===== config.mk =====
export PLATFORM = sky130hd
export DESIGN_NAME = utopia_rx_assembler
export DESIGN_NICKNAME = d
export VERILOG_FILES = /design/src/rtl/utopia_rx_assembler_pkg.sv /design/src/rtl/utopia_rx_assembler_hec_crc8.sv /design/src/rtl/utopia_rx_assembler.sv
export SDC_FILE = /design/constraint.sdc
export NUM_CORES = 1
export LEC_CHECK = 0
export BUFFER_PORTS_ARGS = -buffer_cell sky130_fd_sc_hd__clkbuf_2
export CAP_MARGIN = 20
export CORE_MARGIN = 2
export CORE_UTILIZATION = 50
export DETAILED_ROUTE_END_ITERATION = 10
export PLACE_DENSITY_LB_ADDON = 0.3
export SETUP_SLACK_MARGIN = 0.3
export SKIP_LAST_GASP = 1
export SLEW_MARGIN = 20
export SYNTH_ARGS = -nofsm -noshare
export SYNTH_HDL_FRONTEND = slang
export SYNTH_SLANG_ARGS = --single-unit

===== constraint.sdc =====
create_clock -name clk_in -period 34.9 [get_ports clk_in]
set_input_delay 1.745 -clock clk_in [delete_from_list [all_inputs] [get_ports clk_in]]
set_output_delay 1.745 -clock clk_in [all_outputs]
set_load 0.05 [all_outputs]

===== src/rtl/utopia_rx_assembler_pkg.sv =====
// Shared ATM definitions for the Utopia receive cell assembler: cell type,
// receive FSM states, cell/header geometry and HEC constants.
package utopia_rx_assembler_pkg;

    localparam int         CELL_LEN  = 53;
    localparam int         HDR_LEN   = 5;
    localparam logic [7:0] HEC_COSET = 8'h55;
    localparam logic [7:0] HEC_POLY  = 8'h07;  // x^8 + x^2 + x + 1, x^8 implicit

    typedef logic [CELL_LEN*8-1:0] ATMCellType;

    typedef enum logic [1:0] {
        IDLE = 2'd0,
        RECV = 2'd1,
        HOLD = 2'd2
    } rx_state_t;

    // One byte of MSB-first CRC-8 over HEC_POLY.
    function automatic logic [7:0] crc8_step(input logic [7:0] crc, input logic [7:0] data);
        logic [7:0] c;
        c = crc ^ data;
        for (int b = 0; b < 8; b++) begin
            c = c[7] ? ((c << 1) ^ HEC_POLY) : (c << 1);
        end
        return c;
    endfunction

endpackage


===== src/rtl/utopia_rx_assembler_hec_crc8.sv =====
// Byte-serial CRC-8 engine for the ATM header error check. clear restarts the
// sum from zero; when clear and byte_en coincide the byte starts a fresh sum.
module atm_hec_crc8
    import utopia_rx_assembler_pkg::*;
(
    input  logic       clk,
    input  logic       rst,
    input  logic       clear,
    input  logic       byte_en,
    input  logic [7:0] data,
    output logic [7:0] crc
);

    logic [7:0] seed;

    assign seed = clear ? 8'h00 : crc;

    always_ff @(posedge clk or posedge rst) begin
        if (rst) begin
            crc <= 8'h00;
        end else if (byte_en) begin
            crc <= crc8_step(seed, data);
        end else if (clear) begin
            crc <= 8'h00;
        end
    end

endmodule


===== src/rtl/utopia_rx_assembler.sv =====
// Utopia level-1 receive side: collects 53-byte cells from the PHY and hands
// them to the core with valid/ready. Optional header check: UTOPIA_RX_HEC_CHECK_EN.
module utopia_rx_assembler
    import utopia_rx_assembler_pkg::*;
#(
    parameter int CNT_W = 16
) (
    input  logic             clk_in,
    input  logic             reset,
    input  logic [7:0]       data,
    input  logic             soc,
    input  logic             clav,
    output logic             en,
    output ATMCellType       ATMCell,
    output logic             valid,
    input  logic             ready,
    output logic [CNT_W-1:0] cell_cnt,
    output logic [CNT_W-1:0] drop_cnt,
    output rx_state_t        fsm_state
`ifdef UTOPIA_RX_HEC_CHECK_EN
    ,
    output logic             hec_err
`endif
);

    // Handshake: a cell is accepted on a rising edge with valid=1 and ready=1;
    // valid and ATMCell do not change while valid=1 and ready=0.

    rx_state_t  state;
    logic [5:0] idx;
    logic       xfer;
    logic       start_cell;
    logic       body_byte;
    logic       last_byte;
    logic       hec_ok;
    logic       to_hold;
    logic       hold_next;

    // en is the registered read enable, so a byte moves on every edge where it is low.
    assign xfer       = !en;
    assign start_cell = xfer && soc && (state != HOLD);
    assign body_byte  = xfer && !soc && (state == RECV);
    assign last_byte  = body_byte && (idx == 6'(CELL_LEN - 1));
    assign to_hold    = last_byte && hec_ok;
    assign hold_next  = to_hold || ((state == HOLD) && !(valid && ready));
    assign fsm_state  = state;

`ifdef UTOPIA_RX_HEC_CHECK_EN
    logic [7:0] crc;
    logic       hec_bad;

    atm_hec_crc8 u_hec (
        .clk     (clk_in),
        .rst     (reset),
        .clear   (start_cell),
        .byte_en (start_cell || (body_byte && (idx < 6'(HDR_LEN - 1)))),
        .data    (data),
        .crc     (crc)
    );

    assign hec_ok = !hec_bad;

    always_ff @(posedge clk_in or posedge reset) begin
        if (reset) begin
            hec_bad <= 1'b0;
            hec_err <= 1'b0;
        end else begin
            hec_err <= last_byte && hec_bad;
            if (start_cell) begin
                hec_bad <= 1'b0;
            end else if (body_byte && (idx == 6'(HDR_LEN - 1))) begin
                hec_bad <= ((crc ^ HEC_COSET) != data);
            end
        end
    end
`else
    assign hec_ok = 1'b1;
`endif

    always_ff @(posedge clk_in or posedge reset) begin
        if (reset) begin
            state    <= IDLE;
            idx      <= '0;
            en       <= 1'b1;
            valid    <= 1'b0;
            ATMCell  <= '0;
            cell_cnt <= '0;
            drop_cnt <= '0;
        end else begin
            // Back-pressure: no reads while a finished cell waits for the core.
            en <= !(clav && !hold_next);
            case (state)
                IDLE: begin
                    if (start_cell) begin
                        ATMCell[8*CELL_LEN-1 -: 8] <= data;
                        idx   <= 6'd1;
                        state <= RECV;
                    end
                end
                RECV: begin
                    if (start_cell) begin
                        drop_cnt <= drop_cnt + 1'b1;
                        ATMCell[8*CELL_LEN-1 -: 8] <= data;
                        idx <= 6'd1;
                    end else if (body_byte) begin
                        ATMCell[8*(CELL_LEN-1-int'(idx)) +: 8] <= data;
                        idx <= idx + 6'd1;
                        if (last_byte) begin
                            idx <= '0;
                            if (hec_ok) begin
                                valid <= 1'b1;
                                state <= HOLD;
                            end else begin
                                drop_cnt <= drop_cnt + 1'b1;
                                state    <= IDLE;
                            end
                        end
                    end
                end
                HOLD: begin
                    if (valid && ready) begin
                        cell_cnt <= cell_cnt + 1'b1;
                        valid    <= 1'b0;
                        state    <= IDLE;
                    end
                end
                default: state <= IDLE;
            endcase
        end
    end

endmodule


# Word-level counts from Yosys, hierarchy flattened
# Cells that the tools add are included.
# totals
regBits	466
wordCells	70
# classes
shift	2
bitwise	1
addsub	5
n_eq_ne	10
mux	21
reduce_logical	23
# ops
cell	count
bitwise mux 424 bit	1
two-way mux 424 bit	1
variable shift 8 x 33 -> 424 bit (first input constant)	1
variable part select 8 x 33 -> 424 bit	1
negator 10 -> 33 bit	1
adder 16 x 1 -> 16 bit (second input constant)	2
two-way mux 6 bit	4
two-way mux 8 bit	2
case mux 8 bit (2 select lines)	1
case mux 6 bit (2 select lines)	1
two-way mux 2 bit	5
inequality test 2 bit (second input constant)	5
AND reduction 5 bit	2
logical AND 1 bit	8
subtractor 6 x 6 -> 7 bit (first input constant)	1
adder 6 x 1 -> 6 bit (second input constant)	1
== test 6 bit (second input constant)	1
case mux 2 bit (3 select lines)	1
AND reduction 3 bit	2
logical NOT 1 bit	5
two-way mux 1 bit	4
AND reduction 2 bit	2
nonzero test 2 bit	2
inequality test 3 bit (second input constant)	1
7 further kinds	7

# Longest topological paths before layout
# Gate-level depths: netlist of the first run.
# logic_depth
word_depth	8
ltp_mapped	21
ltp_nobuf	14

# Least setup slack after synthesis of the first run
# No wires, ideal clock.
# synth_timing
path_kind	register to register
start	register idx[0]
end	register ATMCell[352]
setup_time_ps	120
period_less_slack_ps	4016
arrival_time_ps	3896
path_slack_ps	30884
n_path_buf	5
path_stages_with_launch	19
cell_sequence	dfrtp_1 -> buf_2 -> inv_1 -> ha_1 -> buf_2 -> nand2_1 -> o21ai_0 -> and4b_1 -> buf_4 -> nand2_1 -> ha_1 -> nor4b_1 -> nand2_1 -> or3_1 -> clkbuf_1 -> nor4_2 -> buf_2 -> nor2b_1 -> a31o_2
# synth_via
elab_chain_len	4
# synth_lines
element	line	source
start, declared	utopia_rx_assembler.sv:30	logic [5:0] idx;
start signal, assigned	utopia_rx_assembler.sv:107	idx <= idx + 6'd1;
subtractor 6 x 6 -> 7 bit *	utopia_rx_assembler.sv:106	ATMCell[8*(CELL_LEN-1-int'(idx)) +: 8] <= data;
negator 10 -> 33 bit *	utopia_rx_assembler.sv:106	
variable part select 8 x 33 -> 424 bit or variable shift 8 x 33 -> 424 bit (tied branches)	utopia_rx_assembler.sv:106	
bitwise mux 424 bit *	utopia_rx_assembler.sv:106	
end signal, assigned by index	utopia_rx_assembler.sv:95	ATMCell[8*CELL_LEN-1 -: 8] <= data;
end signal, assigned by index	utopia_rx_assembler.sv:103	ATMCell[8*CELL_LEN-1 -: 8] <= data;
end signal, assigned by index	utopia_rx_assembler.sv:106	
end, declared	utopia_rx_assembler.sv:14	output ATMCellType ATMCell,
# Mark *: on every way between the ends. The rest lies on a longest branch, timed or not.
# A chain may end at the register's enable or synchronous reset.

# Worst setup path after layout of the first run
# layout_timing
start	register idx[0]
end	register ATMCell[308]
# Same word-level chain as after synthesis.

==> results of run 1 <==
==> state kept, by name, indices dropped and copies added, names as in the netlist <==
signal / cells
ATMCell: 424
fsm_state: 2
cell_cnt: 16
idx: 6
en: 1
valid: 1
drop_cnt: 16
==> worst reg2reg max path: stages, from the launching register on <==
cell and delay (ps):
dfrtp_1 790, inv_1 280, ha_1 610, nor2_1 290, and4b_1 600, nand2_1 160, inv_1 80, ha_1 530
and4b_1 510, nand4_1 320, nor3_2 950, nand3_1 680, o21ai_0 410, o31ai_1 110
==> layer usage <==
layer | global-route usage (%) | wire [um] | vias up | share of wire [%]
met5 | 0 | 11 | - | 0.015
met4 | 13.0 | 2800 | 2 | 3.9
met3 | 7.86 | 6790 | 167 | 9.5
met2 | 51.4 | 33500 | 957 | 47
met1 | 43.4 | 28400 | 9048 | 40
li1 | - | - | 7850 | -
==> per-stage QoR <==
step           worst slack (ps)  power [mW]  cell area, um^2
2_1_floorplan             20160       0.912            20900
3_3_place_gp              28930        1.05            23500
3_5_place_dp              28640        1.05            23500
4_1_cts                   28560        1.56            25100
5_1_grt                   27970        1.62            25100
6_report                  28420        1.57            25100
==> cells by family (layout without fill, tap and decap cells) <==
family                   Yosys count  in the layout  share of synthesized area (%)
buffers and inverters            155            580                           3.11
multiplexers                     127            127                           6.83
AND/OR/NAND/NOR                  638            638                           16.4
adder cells (fa/ha/maj)           11             11                          0.659
XOR/XNOR                          46             46                           2.13
AO/OA/AOI/OAI                    500            500                           15.1
flip-flops                       466            466                           55.8
==> final timing paths <==
path,cells after the start,startpoint,slack (ps),end
max reg2reg,13,idx[0],28420,ATMCell[308]
min in group asynchronous,2,reset,1280,cell_cnt[14]
min,1,drop_cnt[15],480,drop_cnt[15]
max,13,idx[0],28420,ATMCell[308]
max in group asynchronous,5,reset,30450,ATMCell[239]
min reg2reg,1,drop_cnt[15],480,drop_cnt[15]
==> cell usage after synthesis, drive strengths merged, types with 26 or more instances <==
cell type / number / area, um^2
nor2: 82 / 308
nand3: 84 / 455
a21o: 93 / 698
buf: 43 / 230
xnor2: 33 / 323
mux2: 125 / 1410
clkbuf: 103 / 387
o21ai: 263 / 1320
nor3: 86 / 473
nor4: 62 / 445
nand2: 154 / 578
o31ai: 95 / 713
nor2b: 28 / 175
nand4: 28 / 200
dfrtp: 465 / 11600
and3: 26 / 163
==> cell type report <==
cell class,count,area share (%)
clock buffer,69,5.68
clock inverter,12,0.504
inverter,9,0.165
multi-input combinational,1322,34.5
sequential,466,46.5
tap,532,2.65
timing repair buffer,490,9.97
==> power groups by stage <==
stage | registers (mW) | logic [mW] | clock network [mW]
floorplan | 0.675 | 0.236 | 0
global placement | 0.604 | 0.441 | 0
detailed placement | 0.605 | 0.447 | 0
CTS | 0.596 | 0.449 | 0.518
global route | 0.599 | 0.483 | 0.539
finish | 0.597 | 0.457 | 0.514
==> run metrics, run 1 <==
commonest cells after routing, fill and taps aside=472 x clkbuf_2, 465 x dfrtp_1, 260 x o21ai_0; final setup TNS=0 ps; worst path bufs/invs=2; element type at the critical path end=register; VDD IR max=around 57 uV; Synth Instances=1943; Post-CTS Hold Buffers=0; worst-path cell chain=inv_1 > ha_1 > nor2_1 > and4b_1 > nand2_1 > inv_1 > ha_1 > and4b_1 > nand4_1 > nor3_2 > nand3_1 > o21ai_0 > o31ai_1; Worst path max stage delay=about 950 ps; Switch Pwr=0.625 mW; critical path arrival=just under 7000 ps; status=completed; Reg clk slew, reported paths=~60 ps; Hold Vio Cnt, Final=0; Period minus WS final=roughly 6500 ps; clock share of power=between 30 and 40%; #FFs+latches synth=466; Fmax=roughly 150 MHz; Multi-input gate area=between 0.008 and 0.009 mm^2; DP Wirelength=roughly 50 mm; Die ar.=roughly 0.043 mm^2; Core Area=a little over 0.04 mm^2; IO Count=between 400 and 500; Pwr Density=62.5 mW/mm^2; post-route insts no fill=2900; drt total wl=roughly 72 mm; Die Y-Extent=between 200 and 250 um; Pins Over Slew Limit=0; cts repair resizes=0; Num CTS Buffers=49; initial antenna violation count=2; RSZ-0062 raised after global routing=no; WL/cell=24.7 um; min-delay worst type=register to register; number of global-route vias before repair=17.7k; Residual DRC=0; first-pass GRT wire length=109 mm; Root Buffer=clkbuf_16; clock sink total=roughly 470; CP required=~35000 ps; DRT antenna net count=0; CTS tree=built; clock skew=between 15 and 20 ps; internal power=between 0.9 and 1 mW; switch share=between 30% and 40%; postcts setup bufs=0; # diodes=0; Port Buffer Count=~470; combinational share of power=between 20% and 30%; setup violators final=0; Max Cap Viol=0; via count=between 15k and 20k; Die X=roughly 210 um; row count=between 70 and 80; Area Growth Syn to Fin=20.0%; WS Path Type=register to register; overall global routing resource usage=between 30% and 40%; period utilization=~19%; worst skew pair latency=approximately 600 ps; worst-path maximum fanout=30; element type at the critical path start=register; share of layout cells above drive strength 1=approximately 31%; register area=0.0117 mm^2; Mean Syn Cell Area=10.8 um^2; Flop pwr share=a little under two fifths; final core occ=61.2%; FFs w/ async S/R, synth=100%; grt ovf=0; number of H-tree levels=2; Yosys cell types=69; Syn Nets=between 1.5k and 2k; drt first pass iters=5; leakage=between 10 and 15 nW; Max clock buf depth=3; Relative slew margins=between 20% and 30%; synthesized cell area=0.0209 mm^2; worst-margin pin slew=around 1100 ps; largest net degree at the start of global routing=100; Detailed Route Iter0 Violations=~1.9k; vias per cell=between 6 and 7; WHS=476 ps; Initial Util=51.0%; placed cells=between 2k and 3k; Final nets=2362; Placer Congestion=between 0.9 and 1; commonest non-fill, non-tap cell in the layout=clkbuf_2; number of fill cells=3417; delay-heaviest family, CP=simple AND/OR/NAND/NOR gates; Slowest cell on crit path=nor3_2; sequential area share after synthesis=between 50 and 60%; Post-synth EDFFs=0; Top FF cell, synth=dfrtp_1; Synth warnings=0
Note: power is estimated with default switching activity, not from simulation.
==> inputs of run 2 (changes only) <==
--- a/config.mk
+++ b/config.mk
@@ -5,6 +5,7 @@
 export SDC_FILE = /design/constraint.sdc
 export NUM_CORES = 1
 export LEC_CHECK = 0
+export ABC_AREA = 1
 export BUFFER_PORTS_ARGS = -buffer_cell sky130_fd_sc_hd__clkbuf_2
 export CAP_MARGIN = 20
 export CORE_MARGIN = 2
==> constraint.sdc (replaced) <==
create_clock -name clk_in -period 5.8 [get_ports clk_in]
set_input_delay 0.29 -clock clk_in [delete_from_list [all_inputs] [get_ports clk_in]]
set_output_delay 0.29 -clock clk_in [all_outputs]
set_load 0.05 [all_outputs]
==> run 2 against run 1 <==
  * Register-to-register slack got worse by 28000 ps
  * Setup slack got worse by 28000 ps
  * Synthesized cell count increased by 59%
  * Global-route usage decreased by 0.64 points
  * Sequential cell count unchanged
  * Largest cell class unchanged
==> run metrics, run 2 <==
status=completed; sequential area share after synthesis=50.0%; critical path arrival=5540 ps; reg-to-reg critical path startpoint=idx[0]; synthesized cell area=between 0.02 and 0.025 mm^2; first-pass GRT wire length=around 120 mm; Final nets=approximately 3.5k; Multi-input gate area=0.00871 mm^2; #FFs+latches synth=around 470; share of layout cells above drive strength 1=a little under a fifth; drt first pass iters=6; initial antenna violation count=0; Relative slew margins=30.7%; Synth warnings=0; commonest cells after routing, fill and taps aside=892 x nand2_1, 588 x inv_1, 472 x clkbuf_2; Hold EP=fsm_state[0]; Flop pwr share=between 30% and 40%; min-delay worst type=input pin to register; via count=between 20k and 25k; Max Cap Viol=0; Root Buffer=clkbuf_16; WL/cell=between 15 and 20 um; switch share=44.0%; Placer Congestion=between 0.9 and 1; mux contribution to synthesized area=less than 1%; Reg with most FFs=ATMCell; WHS=roughly 72 ps; Port Buffer Count=472; cell depth of the worst hold path=5; Reg2Reg Setup Slack=approximately 730 ps; register area=between 0.01 and 0.015 mm^2; worst-margin pin slew=1030 ps; Synth Instances=between 3k and 4k; clock skew=10.6 ps; Syn Nets=between 3k and 4k; synth cell count leaders=892 x nand2_1, 590 x inv_1, 465 x dfrtp_1, 251 x nand4_1, 242 x nor2_1; Slowest cell on crit path=nor2_4; WS Path Type=register to register; Die X=~220 um; Top FF cell, synth=dfrtp_1; drt total wl=~80 mm; commonest non-fill, non-tap cell in the layout=nand2_1; Switch Pwr=between 4 and 5 mW; FFs w/ async S/R, synth=100%; worst skew pair latency=about 600 ps; number of fill cells=about 4.2k; final setup TNS=0 ps; worst-path maximum fanout=27; leakage=about 15 nW; vias per cell=5.25; Die ar.=0.0484 mm^2; CP Depth=19; reg2reg end=ATMCell[278]; Core Area=~0.046 mm^2; postcts setup bufs=0; Pwr Density=383 mW/mm^2; combinational share of power=between 30% and 40%; internal power=between 5 and 6 mW; row count=about 80; number of global-route vias before repair=approximately 20k; Post-synth EDFFs=0; Fmax=197 MHz; Num CTS Buffers=a little over 50; simple-gate share of the synthesized area=29.5%; Detailed Route Iter0 Violations=2200; Top Registers=ATMCell (424), cell_cnt (16), drop_cnt (16); overall global routing resource usage=between 30% and 40%; DP Wirelength=55.5 mm; cell taking the most area after synthesis=dfrtp_1; grt ovf=0; Max clock buf depth=3; DRT antenna net count=0; worst path bufs/invs=3; clock sink total=~470; VDD IR max=approximately 380 uV; period utilization=between 80 and 90%; element type at the critical path end=register; Initial Util=between 50% and 60%; Area Growth Syn to Fin=19.6%; Period minus WS final=slightly above 5000 ps; number of H-tree levels=2; CP required=between 6000 and 7000 ps; critical path's most frequent cell=nand2_1; Yosys cell types=38; CTS tree=built; IO Count=473; Synth top area share=around half; worst-path cell chain=inv_2 > ha_1 > inv_1 > nand2_1 > nor2_1 > nand3_1 > nor2_2 > ha_1 > clkinvlp_4 > nand2_1 > nand2_1 > nor2_1 > nand4_1 > nor3_1 > nand4_1 > nor2_4 > nand3_1 > nand2_1 > nand2_1; Hold Vio Cnt, Final=0; delay-heaviest family, CP=simple AND/OR/NAND/NOR gates; Die Y-Extent=approximately 220 um; top-count cell post-synth=nand2_1; Reg2Reg Depth=19; largest family of logic cells by synthesized area=simple AND/OR/NAND/NOR gates; worst hold start=soc; RSZ-0062 raised after global routing=no; Synth area leaders=dfrtp_1 50%, nand2_1 14%, inv_1 9.5%, nand4_1 6.7%, o21ai_0 4.0%; Pins Over Slew Limit=0; setup violators final=0; clock share of power=30.8%; largest net degree at the start of global routing=about 180; Post-Synth Adder-Cell Area=less than 1%; Residual DRC=0; # diodes=0; element type at the critical path start=register; Reg clk slew, reported paths=~60 ps; Worst path max stage delay=between 500 and 600 ps; Synth Area in XOR/XNOR=under 10%; compound-gate portion of the synthesized area=5.98%; Largest register FFs=approximately 420; Mean Syn Cell Area=between 7 and 8 um^2
## run 2: cell families (layout without fill, tap and decap cells)
logic type	count (synthesis)	count (layout)
AOI/OAI and AO/OA	265	265
xor gates and xnor gates	30	30
adders and majority gates	11	11
buffers and inverters	765	1210
DFF	466	466
muxes	1	1
and+or+nand+nor	1558	1558
## run 2: layout make-up
cell class,count,share of cell area (%)
flip-flops and latches,466,41.8
clock buffers,79,5.68
repair buffers,517,10.0
multi-input cells,1865,31.2
well taps,607,2.72
clock inverters,12,0.417
inverters,602,8.15
## run 2: through the flow
step | cell area [um^2] | setup WS [ps] | instances | util, % | power, mW
after detailed placement | 26100 | 791 | 4044 | 56.2 | 7.35
after CTS | 27900 | 749 | 4146 | 60.1 | 10.6
final | 27900 | 732 | 4148 | 60.2 | 10.7
after global routing | 27900 | 367 | 4148 | 60.2 | 11.1
after global placement | 26100 | 980 | 4044 | 56.2 | 7.33
after floorplan | 23300 | -798 | 3096 | - | 6.31
## run 2: power groups by stage
stage	clock [mW]	combinational, mW	sequential (mW)
3_5_place_dp	0	3.68	3.66
2_1_floorplan	0	2.07	4.24
3_3_place_gp	0	3.67	3.66
4_1_cts	3.34	3.70	3.61
6_report	3.29	3.79	3.61
5_1_grt	3.48	4.01	3.63
## run 2: worst max-delay path by stage
stage	startpoint	to
global placement	idx[0]	ATMCell[211]
global route	idx[0]	ATMCell[392]
CTS	idx[0]	ATMCell[278]
detailed placement	idx[0]	ATMCell[215]
finish	idx[0]	ATMCell[278]
floorplan	reset	ATMCell[0]
## run 2: what timing repair did
action,CTS,global route
endpoints found under the setup margin,0,2
hold buffers,11,1
hold endpoints to repair,42,1
gates resized for setup,0,1
## run 2: layer usage
metal / wire length, um / vias to the layer above / part of all wire (%) / GRT usage, %
met4: 3900 / 0 / 5.0 / 15.0
met1: 32900 / 10187 / 42 / 43.2
met3: 6650 / 212 / 8.5 / 7.62
met5: 0 / - / 0 / 0
met2: 35100 / 975 / 45 / 48.4
li1: - / 10423 / - / -
## run 2: worst register-to-register path, cell delays in order (launching register included)
cell        delay, ps
dfrtp_1           430
inv_2             120
ha_1              370
inv_1             150
nand2_1           280
nor2_1            260
nand3_1           130
nor2_2            180
ha_1              440
clkinvlp_4        400
nand2_1           150
nand2_1            60
nor2_1            130
nand4_1            90
nor3_1            170
nand4_1           320
nor2_4            570
nand3_1           420
nand2_1           190
nand2_1            80
